$ cat config.mk
export PLATFORM = sky130hd
export DESIGN_NAME = brick_scan_ctrl
export DESIGN_NICKNAME = d
export VERILOG_FILES = /design/src/rtl/brick_pkg.sv /design/src/rtl/brick_overlap.sv /design/src/rtl/brick_scan_ctrl.sv
export SDC_FILE = /design/constraint.sdc
export NUM_CORES = 1
export LEC_CHECK = 0
export ABC_AREA = 1
export CAP_MARGIN = 5
export CELL_PAD_IN_SITES_DETAIL_PLACEMENT = 1
export CELL_PAD_IN_SITES_GLOBAL_PLACEMENT = 1
export CORE_MARGIN = 2
export CORE_UTILIZATION = 30
export DETAILED_ROUTE_END_ITERATION = 8
export PLACE_DENSITY = 0.63
export SETUP_SLACK_MARGIN = 0.3
export SYNTH_ARGS = -nofsm -noshare
export SYNTH_HDL_FRONTEND = slang
export SYNTH_HIERARCHICAL = 1
export SYNTH_SLANG_ARGS = --single-unit
$ cat constraint.sdc
create_clock -name clk_50MHz -period 7.3 [get_ports clk_50MHz]
set_clock_uncertainty 0.1 [all_clocks]
set_input_delay 1.46 -clock clk_50MHz [delete_from_list [all_inputs] [get_ports clk_50MHz]]
set_output_delay 1.46 -clock clk_50MHz [all_outputs]
set_load 0.02 [all_outputs]
$ cat src/rtl/brick_pkg.sv
// rtl/brick_pkg.sv - shared types and constants for the brick collision scanner
package brick_pkg;

    typedef enum logic [1:0] {IDLE, SCAN, DONE} scan_state_t;

    localparam int COORD_W          = 10;
    localparam int BRICK_SIZE_DEF   = 16;
    localparam int EBULLET_SIZE_DEF = 4;

endpackage

$ cat src/rtl/brick_overlap.sv
// rtl/brick_overlap.sv - combinational box-versus-brick overlap test
// Box coordinates arrive 11 bits wide so an enemy box near the screen edge cannot wrap.
module brick_overlap import brick_pkg::*; #(
    parameter int BRICK_SIZE = BRICK_SIZE_DEF
) (
    input  logic [COORD_W:0]   box_l,
    input  logic [COORD_W:0]   box_r,
    input  logic [COORD_W:0]   box_t,
    input  logic [COORD_W:0]   box_b,
    input  logic [COORD_W-1:0] bx,
    input  logic [COORD_W-1:0] by,
    output logic               overlap
);

    localparam logic [COORD_W:0] EDGE = (COORD_W+1)'(BRICK_SIZE - 1);

    logic [COORD_W:0] bx_w;
    logic [COORD_W:0] by_w;
    logic [COORD_W:0] bx_end;
    logic [COORD_W:0] by_end;

    assign bx_w   = {1'b0, bx};
    assign by_w   = {1'b0, by};
    assign bx_end = bx_w + EDGE;
    assign by_end = by_w + EDGE;

    assign overlap = (box_t < by_end) && (box_b > by_w) &&
                     (box_l < bx_end) && (box_r > bx_w);

endmodule

$ cat src/rtl/brick_scan_ctrl.sv
// rtl/brick_scan_ctrl.sv - per-frame brick scan, alive bitmap and hit arbitration
// Optional BRICK_SCAN_OVERRUN_EN adds overrun_cnt counting ticks dropped while busy.
module brick_scan_ctrl import brick_pkg::*; #(
    parameter  int NUM_BRICK    = 100,
    parameter  int BRICK_SIZE   = BRICK_SIZE_DEF,
    parameter  int EBULLET_SIZE = EBULLET_SIZE_DEF,
    localparam int IDX_W        = $clog2(NUM_BRICK)
) (
    input  logic                 clk_50MHz,
    input  logic                 reset,
    input  logic                 refresh_tick,
    input  logic                 load_map,
    input  logic                 pb_active,
    input  logic [COORD_W-1:0]   x_bullet_l,
    input  logic [COORD_W-1:0]   x_bullet_r,
    input  logic [COORD_W-1:0]   y_bullet_t,
    input  logic [COORD_W-1:0]   y_bullet_b,
    input  logic                 eb_active,
    input  logic [COORD_W-1:0]   x_bullet_enemy,
    input  logic [COORD_W-1:0]   y_bullet_enemy,
    output logic [IDX_W-1:0]     brick_idx,
    input  logic [COORD_W-1:0]   brick_x,
    input  logic [COORD_W-1:0]   brick_y,
    output logic [NUM_BRICK-1:0] brick_alive,
    output logic                 busy,
    output logic                 scan_done,
    output logic                 hit,
    output logic [IDX_W-1:0]     hit_idx,
    output logic                 hit_by_enemy,
    output logic [IDX_W-1:0]     enemy_hit_idx
`ifdef BRICK_SCAN_OVERRUN_EN
    ,
    output logic [7:0]           overrun_cnt
`endif
);

    localparam logic [1:0]       ST_IDLE  = IDLE;
    localparam logic [1:0]       ST_SCAN  = SCAN;
    localparam logic [1:0]       ST_DONE  = DONE;
    localparam logic [IDX_W-1:0] LAST_IDX = IDX_W'(NUM_BRICK - 1);
    localparam logic [COORD_W:0] EB_EDGE  = (COORD_W+1)'(EBULLET_SIZE - 1);

    logic [1:0]         state;
    logic [COORD_W-1:0] pb_l, pb_r, pb_t, pb_b;
    logic [COORD_W-1:0] eb_x, eb_y;
    logic               pb_act, eb_act;
    logic               pb_done, eb_done;
    logic [IDX_W-1:0]   pb_pend, eb_pend;
    logic [IDX_W-1:0]   hit_idx_q, ehit_idx_q;
    logic               pb_ov, eb_ov;
    logic               pb_take, eb_take;

    brick_overlap #(.BRICK_SIZE(BRICK_SIZE)) u_pb_overlap (
        .box_l   ({1'b0, pb_l}),
        .box_r   ({1'b0, pb_r}),
        .box_t   ({1'b0, pb_t}),
        .box_b   ({1'b0, pb_b}),
        .bx      (brick_x),
        .by      (brick_y),
        .overlap (pb_ov)
    );

    brick_overlap #(.BRICK_SIZE(BRICK_SIZE)) u_eb_overlap (
        .box_l   ({1'b0, eb_x}),
        .box_r   ({1'b0, eb_x} + EB_EDGE),
        .box_t   ({1'b0, eb_y}),
        .box_b   ({1'b0, eb_y} + EB_EDGE),
        .bx      (brick_x),
        .by      (brick_y),
        .overlap (eb_ov)
    );

    // Each bullet takes only its first live brick; a brick cleared earlier in the scan is gone.
    assign pb_take = (state == ST_SCAN) && pb_act && !pb_done && brick_alive[brick_idx] && pb_ov;
    assign eb_take = (state == ST_SCAN) && eb_act && !eb_done && brick_alive[brick_idx] && eb_ov;

    always_ff @(posedge clk_50MHz or negedge reset) begin
        if (!reset) begin
            state       <= ST_IDLE;
            brick_idx   <= '0;
            brick_alive <= '1;
            pb_l        <= '0;
            pb_r        <= '0;
            pb_t        <= '0;
            pb_b        <= '0;
            eb_x        <= '0;
            eb_y        <= '0;
            pb_act      <= 1'b0;
            eb_act      <= 1'b0;
            pb_done     <= 1'b0;
            eb_done     <= 1'b0;
            pb_pend     <= '0;
            eb_pend     <= '0;
            hit_idx_q   <= '0;
            ehit_idx_q  <= '0;
        end else if (load_map) begin
            state       <= ST_IDLE;
            brick_idx   <= '0;
            brick_alive <= '1;
            pb_done     <= 1'b0;
            eb_done     <= 1'b0;
        end else begin
            case (state)
                ST_IDLE: begin
                    if (refresh_tick) begin
                        pb_l      <= x_bullet_l;
                        pb_r      <= x_bullet_r;
                        pb_t      <= y_bullet_t;
                        pb_b      <= y_bullet_b;
                        eb_x      <= x_bullet_enemy;
                        eb_y      <= y_bullet_enemy;
                        pb_act    <= pb_active;
                        eb_act    <= eb_active;
                        pb_done   <= 1'b0;
                        eb_done   <= 1'b0;
                        brick_idx <= '0;
                        state     <= ST_SCAN;
                    end
                end
                ST_SCAN: begin
                    if (pb_take) begin
                        pb_done <= 1'b1;
                        pb_pend <= brick_idx;
                    end
                    if (eb_take) begin
                        eb_done <= 1'b1;
                        eb_pend <= brick_idx;
                    end
                    if (pb_take || eb_take) begin
                        brick_alive[brick_idx] <= 1'b0;
                    end
                    if (brick_idx == LAST_IDX) begin
                        brick_idx <= '0;
                        state     <= ST_DONE;
                    end else begin
                        brick_idx <= brick_idx + 1'b1;
                    end
                end
                ST_DONE: begin
                    // Results become visible only here so an aborted scan never disturbs them.
                    if (pb_done) hit_idx_q  <= pb_pend;
                    if (eb_done) ehit_idx_q <= eb_pend;
                    state <= ST_IDLE;
                end
                default: state <= ST_IDLE;
            endcase
        end
    end

    assign busy          = (state == ST_SCAN);
    assign scan_done     = (state == ST_DONE);
    assign hit           = scan_done && pb_done;
    assign hit_by_enemy  = scan_done && eb_done;
    assign hit_idx       = hit ? pb_pend : hit_idx_q;
    assign enemy_hit_idx = hit_by_enemy ? eb_pend : ehit_idx_q;

`ifdef BRICK_SCAN_OVERRUN_EN
    always_ff @(posedge clk_50MHz or negedge reset) begin
        if (!reset) begin
            overrun_cnt <= '0;
        end else if (load_map) begin
            overrun_cnt <= '0;
        end else if (refresh_tick && (state != ST_IDLE) && (overrun_cnt != 8'hFF)) begin
            overrun_cnt <= overrun_cnt + 8'd1;
        end
    end
`endif

endmodule

# Yosys cells after proc, flatten, opt, wreduce, memory -nomap -nowiden

Cells that the tools add are included.

Register bits after elaboration: 201
Latch bits: 0
Bits in writable memories: 0
Bits in read-only memories: 0
Output and inout port bits: 125
Logic and storage cells: 100
Memories: 0

Add/sub/neg operators: 5
Multiply operators: 0
Divide/modulo/power cells: 0
Order comparisons: 10
Equal/unequal tests: 7
Shift operators: 0
Muxes and demuxes: 24
Bitwise logic cells: 3
Reductions and logical operators: 34

Operator list:

| cell                  | number |
|---|---|
| $mux 100              | 3 |
| $and 100x100->100     | 1 |
| $not 100->100         | 1 |
| $lt 10x11->1          | 4 |
| $mux 7                | 5 |
| $add 10x2->11 const B | 2 |
| $add 10x4->11 const B | 2 |
| $gt 11x10->1          | 2 |
| $reduce_and 3->1      | 7 |
| $gt 10x10->1          | 2 |
| $logic_and 1x1->1     | 17 |
| $pmux 7 s2            | 1 |
| $ne 3x2->1 const B    | 3 |
| $lt 7x8->1 const B    | 1 |
| $add 7x1->7 const B   | 1 |
| $bmux 1 s7            | 1 |
| $demux 1 s7           | 1 |
| $eq 7x7->1 const B    | 1 |
| $ge 7x1->1 const B    | 1 |
| $mux 1                | 7 |
| $mux 2                | 3 |
| $reduce_and 2->1      | 3 |
| $pmux 1 s2            | 2 |
| $pmux 2 s2            | 1 |
| 9 further kinds       | 11 |

# Depth between registers and ports, before layout

Gate-level depths: netlist of run 1.

Word-level depth: 10
Mapped depth: 25

# By module

The synthesis of run 1 kept the hierarchy.

By module, submodules not included:

| module                        | times used | cells each | area an instance (sq um) | sequential area each (sq um) |
|---|---|---|---|---|
| brick_scan_ctrl               | 1          | 1318       | 11076.9                  | 5154.9 |
| brick_overlap at u_pb_overlap | 1          | 256        | 1505.2                   | 0.0 |
| brick_overlap at u_eb_overlap | 1          | 235        | 1430.1                   | 0.0 |

# Least setup slack after synthesis of run 1

No wires, ideal clock.

Path kind: input to register
From: in brick_y[0]
To: reg brick_alive[10]
Setup time: 0.087 ns
Data arrival time: 4.056 ns
Data required time: 7.113 ns
Setup slack: 3.058 ns
Cell stages on the path: 22
Cells stage by stage: inv_2 > ha_1 > nand3_2 > nand2_2 > nor2_2 > nand2_1 > xor2_1 > ha_1 > nand2_1 > inv_1 > o21bai_1 > nand2_1 > nor2_1 > nand3_1 > nor2_1 > nand3_1 > nor2_1 > clkbuf_1 > buf_1 > o211ai_2 > nand2_1 > nand2_1

Longest elaborated chain between the ends: 9
Elaborated cells between the ends (all ways): 16

RTL lines:

| item                                   | line                   | RTL |
|---|---|---|
| start, declared                        | brick_scan_ctrl.sv:23  | `input logic [COORD_W-1:0] brick_y,` |
| $add 10x4->11                          | brick_overlap.sv:25    | `assign by_end = by_w + EDGE;` |
| $lt 10x11->1                           | brick_overlap.sv:27    | `assign overlap = (box_t < by_end) && (box_b > by_w) &&` |
| $logic_and 1x1->1 (*) (2 in a row)     | brick_overlap.sv:27    |  |
| $logic_and 1x1->1 (*)                  | brick_overlap.sv:28    | `(box_l < bx_end) && (box_r > bx_w);` |
| named net eb_ov                        | brick_scan_ctrl.sv:50  | `logic pb_ov, eb_ov;` |
| $logic_and 1x1->1 (*)                  | brick_scan_ctrl.sv:75  | `assign eb_take = (state == ST_SCAN) && eb_act && !eb_done && brick_alive[brick_idx] && eb_ov;` |
| $logic_or 1x1->1 (*)                   | brick_scan_ctrl.sv:129 | `if (pb_take \|\| eb_take) begin` |
| $reduce_bool 2->1 (no source line) (*) | n/a                    |  |
| $reduce_and 2->1 (no source line) (*)  | n/a                    |  |
| end signal, assigned                   | brick_scan_ctrl.sv:81  | `brick_alive <= '1;` |
| end signal, assigned                   | brick_scan_ctrl.sv:99  | `brick_alive <= '1;` |
| end signal, assigned by index          | brick_scan_ctrl.sv:130 | `brick_alive[brick_idx] <= 1'b0;` |
| end, declared                          | brick_scan_ctrl.sv:24  | `output logic [NUM_BRICK-1:0] brick_alive,` |

Mark *: on every way through the listed nets, which the timed path passes. The rest lies on a longest branch.
A chain may end at the register's enable or synchronous reset.

# Final worst setup path of run 1

From: in brick_y[0]
To: reg brick_alive[21]

Same word-level chain as after synthesis.

==> results.py, run 1 <==
metrics = {
    "outcome": {
        "status": "finished clean",
    },
    "synthesis": {
        "synth_top_area_share_pct": 18.8,
        "async_reset_ff_share_pct": 100,
        "synthCells": 1809,
        "synthFlopType": "dfrtp_1",
        "synth_top_cell_by_area": "dfstp_2",
        "ys_ff_latch": 201,
        "synth_warnings": 6,
        "syn_area_per_cell_um2": 7.75,
        "synth_cell_types": 44,
        "synth.area.top_cells": "dfstp_2 (19%), dfrtp_1 (18%), nand2_1 (15%)",
        "ys_seq_area_share_pct": 36.8,
        "syn_area_um2": 14000,
        "synth_edf_count": 0,
    },
    "layout": {
        "regArea_um2": 5160,
        "antennaDiodeCount": 0,
        "areaGrowthSynthToFinish_pct": 25.5,
        "multi_input_area_um2": 7560,
        "drive_above_1_share_pct": 18.1,
        "fillerInstances": 5555,
        "fin_nets": 2157,
    },
    "worst_setup_path": {
        "cpPeakStageDelay_ps": 670,
        "crit_arrival_ps": 5220,
        "setup.worst_path.start_class": "primary input",
        "r2r_slack_ps": 2860,
        "cp_slowest_cell": "clkdlybuf4s50_1",
        "crit_required_ps": 7660,
        "endpoint_kind": "register",
        "crit_fanout": 100,
        "criticalPathCategory": "primary input to register",
        "path_cells": "clkdlybuf4s50_1 > inv_2 > ha_1 > nand3_2 > nand2_2 > nor2_2 > nand2_1 > xor2_1 > ha_1 > nand2_1 > nor2_1 > nor3b_1 > nand2_1 > nand3_1 > nor2_1 > nand3_1 > nor2_4 > buf_12 > o211ai_2 > nand2_1 > nand2_1",
        "crit_top_cell": "nand2_1",
    },
    "timing": {
        "worst_slew_pin_slew_ps": 1060,
        "fin_crit_ps": 4860,
        "fin_tns_setup_ps": 0,
        "final_max_slew_viol_count": 0,
        "finalSetupViolations": 0,
        "grt_setup_unrepaired": "false",
        "finalHoldWorstSlack_ps": 371,
        "final_hold_viol_count": 0,
        "slew_headroom_pct": 29.2,
        "min_period_over_period_pct": 66.6,
        "max_clock_freq_mhz": 206,
    },
    "detailed_routing": {
        "via_per_inst": 4.80,
        "wirelength_um": 49000,
        "wire_per_inst_um": 18.7,
        "antenna_left": 0,
        "route.detailed.drc": 0,
        "drt-initial-drc-count": 554,
        "num_vias": 12500,
        "dr.pass1.iters": 4,
    },
    "power_and_ir_drop": {
        "leakage_nw": 8.41,
        "ir_worst_vdd_uv": 167,
        "power_density_nw_per_um2": 206,
    },
    "grt": {
        "met2_usage_pct": 34.5,
        "grt_use_total_pct": 20.3,
        "grt_pass1_wl_um": 76600,
        "grt_overflow": 0,
        "grt_pass1_vias": 13100,
        "met3_usage_pct": 2.80,
        "antenna_found_initial": 0,
        "use_met1_pct": 27.6,
        "grt.busiest_layer": "met2",
        "grt_max_degree": 101,
    },
    "clocking": {
        "cts.clk_slew.worst_paths_ps": 60,
        "cts_root_buf": "clkbuf_16",
        "clock_path_buffers": 3,
        "htreeDepth": 1,
        "cts_buffers": 28,
        "post_cts_buffers": 0,
        "ctsHoldBuffers": 0,
        "clk_latency_ps": 560,
        "clkSinkCount": 201,
        "cts_resized": 0,
        "cts_tree": "done",
    },
    "floorplanning": {
        "ios": 211,
        "initial_utilization_pct": 30.2,
        "row_count": 79,
        "dieHeight_um": 220,
        "die_area_um2": 48500,
        "die_w_um": 220,
        "core_um2": 46400,
    },
    "hold_path": {
        "hp-class": "register to register",
    },
    "place": {
        "hpwl_um": 33900,
        "port_buffers": 210,
        "gp_congestion": 0.768,
    },
    "flow_run": {
        "maxCapViolCount": 0,
    },
}
-- final timing paths --
kind | start | endpoint | cells after the start
worst max-delay path | brick_y[0] | brick_alive[21] | 21
worst min-delay path | brick_alive[43] | brick_alive[43] | 2
worst max register to register | brick_idx[0] | brick_alive[92] | 11
worst min register to register | brick_alive[43] | brick_alive[43] | 2
max in group asynchronous | reset | eb_act | 2
min in group asynchronous | reset | eb_x[3] | 1
-- power breakdown --
group	internal, W	switching, W
sequential	0.00121	0.0000774
clock	0.000940	0.000557
combinational	0.000334	0.000509
total	0.00249	0.00114
-- routing by layer --
layer,vias up,part of all wire [%]
met5,-,0
met4,0,1.9
met3,52,3.5
met2,204,47
met1,6194,47
li1,6083,-
-- sequential cells by signal, indices dropped and copies added (netlist names), 7 cells and up --
signal	flops
brick_alive	100
eb_x	10
eb_y	10
pb_b	10
pb_l	10
pb_r	10
pb_t	10
brick_idx	7
eb_pend	7
ehit_idx_q	7
hit_idx_q	7
pb_pend	7
-- synth_stat cells (2+ instances only) --
cell and number:
nand2_1 546, inv_1 228, nor2_1 205, dfrtp_1 101, dfstp_2 100, o211ai_2 100
ha_1 87, nand3_1 82, mux2_2 46, o21ai_0 45, a21oi_1 40, clkbuf_1 38
xor2_1 29, o21ai_1 20, buf_1 15, buf_6 15, inv_2 12, nor2_2 12
nor3_1 11, buf_2 8, nand2_2 8, nand4_1 8, xnor2_1 7, buf_4 6
nand3_2 5, o21ai_2 4, or2_2 4, nand3b_1 3, nor2_4 3, or2_0 3
nand2_4 2, nor3_2 2, nor3b_1 2, o211ai_1 2
-- cell type report --
| type | instances | share of cell area, % |
|---|---|---|
| Multi-Input combinational cell | 1293 | 43.0 |
| Inverter | 240 | 5.12 |
| Clock inverter | 16 | 1.22 |
| Timing Repair Buffer | 220 | 12.5 |
| Tap cell | 607 | 4.32 |
| Clock buffer | 36 | 4.50 |
| Sequential cell | 201 | 29.3 |
-- placed cells by master, fill, tap and decap left out, types with 20 or more instances in the layout --
cell type / n
inv_1: 227
clkbuf_16: 29
dfstp_2: 100
nor2_1: 203
mux2_2: 46
o211ai_2: 100
dfrtp_1: 100
clkdlybuf4s50_1: 209
xor2_1: 29
ha_1: 87
nand3_1: 81
o21ai_0: 45
nand2_1: 546
o21ai_1: 20
a21oi_1: 40
-- per-stage QoR --
step	utilization, %	area, um^2	setup slack [ps]	cells	power, W
global placement	35.8	16600	1960	2561	0.00212
CTS	37.9	17600	2470	2613	0.00370
global route	37.9	17600	2110	2613	0.00386
finish	37.9	17600	2440	2613	0.00363
floorplan	-	14000	3060	1816	0.00187
detailed placement	35.8	16600	1880	2561	0.00216
-- cell families after synthesis --
logic type / after synthesis / synth area share (%)
multiplexers: 46 / 3.70
AND/OR/NAND/NOR: 900 / 26.4
XOR/XNOR: 37 / 2.37
AO/OA/AOI/OAI: 215 / 13.3
adder cells (fa/ha/maj): 87 / 7.77
flip-flops: 201 / 36.8
other: 1 / 0.0268
buffers and inverters: 322 / 9.66
-- critical path, delay by kind of cell --
family,cells,cell delay (ps)
xor gates and xnor gates,1,160
buffers and inverters,3,1230
and+or+nand+nor,14,1490
adders and majority gates,2,550
AOI/OAI and AO/OA,1,160
No activity file was read; power rests on OpenSTA's default activity.
==> run 2, diff against run 1 <==
PLACE_DENSITY = 0.65   (was 0.63)
clock period = 4.21 ns   (was 7.3 ns; I/O delays follow)
==> run 2 against run 1 <==
Largest cell class unchanged. Highest routed layer unchanged. Routed wire length is 0.92% higher. Clock power is 63% higher. Sequential cell count is the same.
==> results.py, run 2 (same netlist as run 1, synthesis figures left out) <==
metrics = {
    "power_and_ir_drop": {
        "switching_share_pct": 32.2,
        "switching_power_w": 0.00201,
        "ir_worst_vdd_uv": 265,
        "comb_power_share_pct": 25.1,
        "leakage_nw": 8.89,
        "power_frac_seq_pct": 35.9,
        "internal_power_w": 0.00423,
        "clockPowerShare_pct": 39.0,
        "power_density_nw_per_um2": 338,
    },
    "layout": {
        "fin_nets": 2237,
        "largest_reg_flops": 100,
        "regMostFlops": "brick_alive",
        "final_cell_mix": "nand2_1 (546), inv_1 (227), clkdlybuf4s50_1 (206)",
        "antennaDiodeCount": 0,
        "areaGrowthSynthToFinish_pct": 31.6,
        "drive_above_1_share_pct": 21.7,
        "fin_area_um2": 18400,
        "mostFrequentLayoutCell": "nand2_1",
    },
    "clocking": {
        "cts.clk_slew.worst_paths_ps": 60,
        "clkSinkCount": 201,
        "cts_tree": "done",
        "clk_latency_ps": 580,
        "cts_root_buf": "clkbuf_16",
        "clock_path_buffers": 3,
        "cts_buffers": 28,
        "htreeDepth": 1,
        "ctsHoldBuffers": 0,
    },
    "place": {
        "hpwl_um": 36100,
        "gp_congestion": 0.805,
        "dpl_worst_slack_ps": -130,
        "dpl_cell_area_um2": 17300,
        "port_buffers": 210,
    },
    "timing": {
        "finalHoldWorstSlack_ps": 171,
        "min_period_over_period_pct": 86.3,
        "final_max_slew_viol_count": 0,
        "slew_headroom_pct": 38.5,
        "final_hold_viol_count": 0,
        "worst_slew_pin_slew_ps": 920,
        "setup_ws_ps": 577,
        "grt_setup_unrepaired": "false",
        "finalSetupViolations": 0,
        "max_clock_freq_mhz": 275,
        "fin_crit_ps": 3630,
    },
    "grt": {
        "grt_max_degree": 72,
        "grt_pass1_wl_um": 77400,
        "grt_pass1_vias": 13800,
        "grt_overflow": 0,
        "grt_use_total_pct": 20.5,
        "antenna_found_initial": 0,
    },
    "detailed_routing": {
        "wirelength_um": 49400,
        "antenna_left": 0,
        "dr.pass1.iters": 6,
        "wire_per_inst_um": 18.3,
        "route.detailed.drc": 0,
        "num_vias": 12800,
        "drt-initial-drc-count": 647,
        "via_per_inst": 4.76,
    },
    "hold_path": {
        "hp-class": "primary input to async pin",
    },
    "worst_setup_path": {
        "endpoint_kind": "output pin",
        "crit_arrival_ps": 2690,
        "crit_required_ps": 3270,
        "setup.worst_path.start_class": "register",
        "crit_fanout": 14,
        "reg2reg_to": "brick_alive[85]",
        "criticalPathCategory": "register to output pin",
        "r2r_cells": 21,
        "r2r_start": "eb_x[0]",
        "r2r_slack_ps": 670,
    },
    "floorplanning": {
        "initial_utilization_pct": 30.2,
        "dieHeight_um": 220,
        "row_count": 79,
        "die_area_um2": 48500,
        "core_um2": 46400,
        "ios": 211,
        "die_w_um": 220,
    },
    "flow_run": {
        "maxCapViolCount": 0,
    },
    "outcome": {
        "status": "finished clean",
    },
}
[run 2: cell count changes in the layout (fill, tap and decap cells not counted), moves of 4 or more]
cell | before | now
buf_4 | 8 | 68
nor3_1 | 11 | 7
clkbuf_1 | 3 | 7
buf_12 | 2 | 20
[run 2: worst max path at each step]
stage | startpoint | cells past startpoint | slack (ps) | end
after floorplan | brick_y[0] | 22 | 590 | brick_alive[96]
after global placement | brick_y[0] | 25 | -60 | brick_alive[58]
after detailed placement | brick_y[0] | 23 | -130 | brick_alive[77]
after CTS | eb_x[0] | 21 | 350 | brick_alive[85]
after global routing | eb_x[2] | 22 | 280 | eb_pend[3]
final | state[1] | 7 | 580 | hit_idx[5]
[run 2: cell type report]
class | instances | area [um^2]
Tap cell | 607 | 759
Clock buffer | 41 | 821
Sequential cell | 201 | 5160
Inverter | 240 | 901
Clock inverter | 11 | 136
Multi-Input combinational cell | 1293 | 7610
Timing Repair Buffer | 300 | 3060
Fill cell | 5585 | 27900
[run 2: through the flow]
step / setup TNS (ps) / total power, W / utilization (%) / std cells
after detailed placement: -9520 / 0.00381 / 37.4 / 2633
final: 0 / 0.00624 / 39.8 / 2693
after floorplan: 0 / 0.00324 / - / 1816
after CTS: 0 / 0.00631 / 39.5 / 2685
after global routing: 0 / 0.00664 / 39.8 / 2693
after global placement: -3990 / 0.00373 / 37.4 / 2633
[run 2: power by group through the flow]
stage	registers, W	logic [W]	clock network [W]
after floorplan	0.00222	0.00102	0
after global placement	0.00227	0.00146	0
after detailed placement	0.00227	0.00154	0
after CTS	0.00224	0.00155	0.00252
after global routing	0.00227	0.00179	0.00259
final	0.00224	0.00157	0.00244
[run 2: repair_timing]
item                       CTS  global route
buffers inserted             0             7
gates resized for setup      0            17
setup endpoints to repair    0           116
[run 2: routing by layer]
metal	GRT usage [%]	wire (um)	up-vias
met5	0	0	-
met4	4.97	1220	0
met3	2.90	1980	66
met2	35.2	23400	226
met1	27.0	22800	6286
li1	-	-	6249
[run 2: critical path, cell delays in order (launching register included)]
cell             delay (ps)
dfrtp_1                 380
inv_1                    80
nor2_1                  170
inv_1                    80
nor2_1                  250
inv_1                   240
o21ai_0                 280
clkdlybuf4s50_1         650
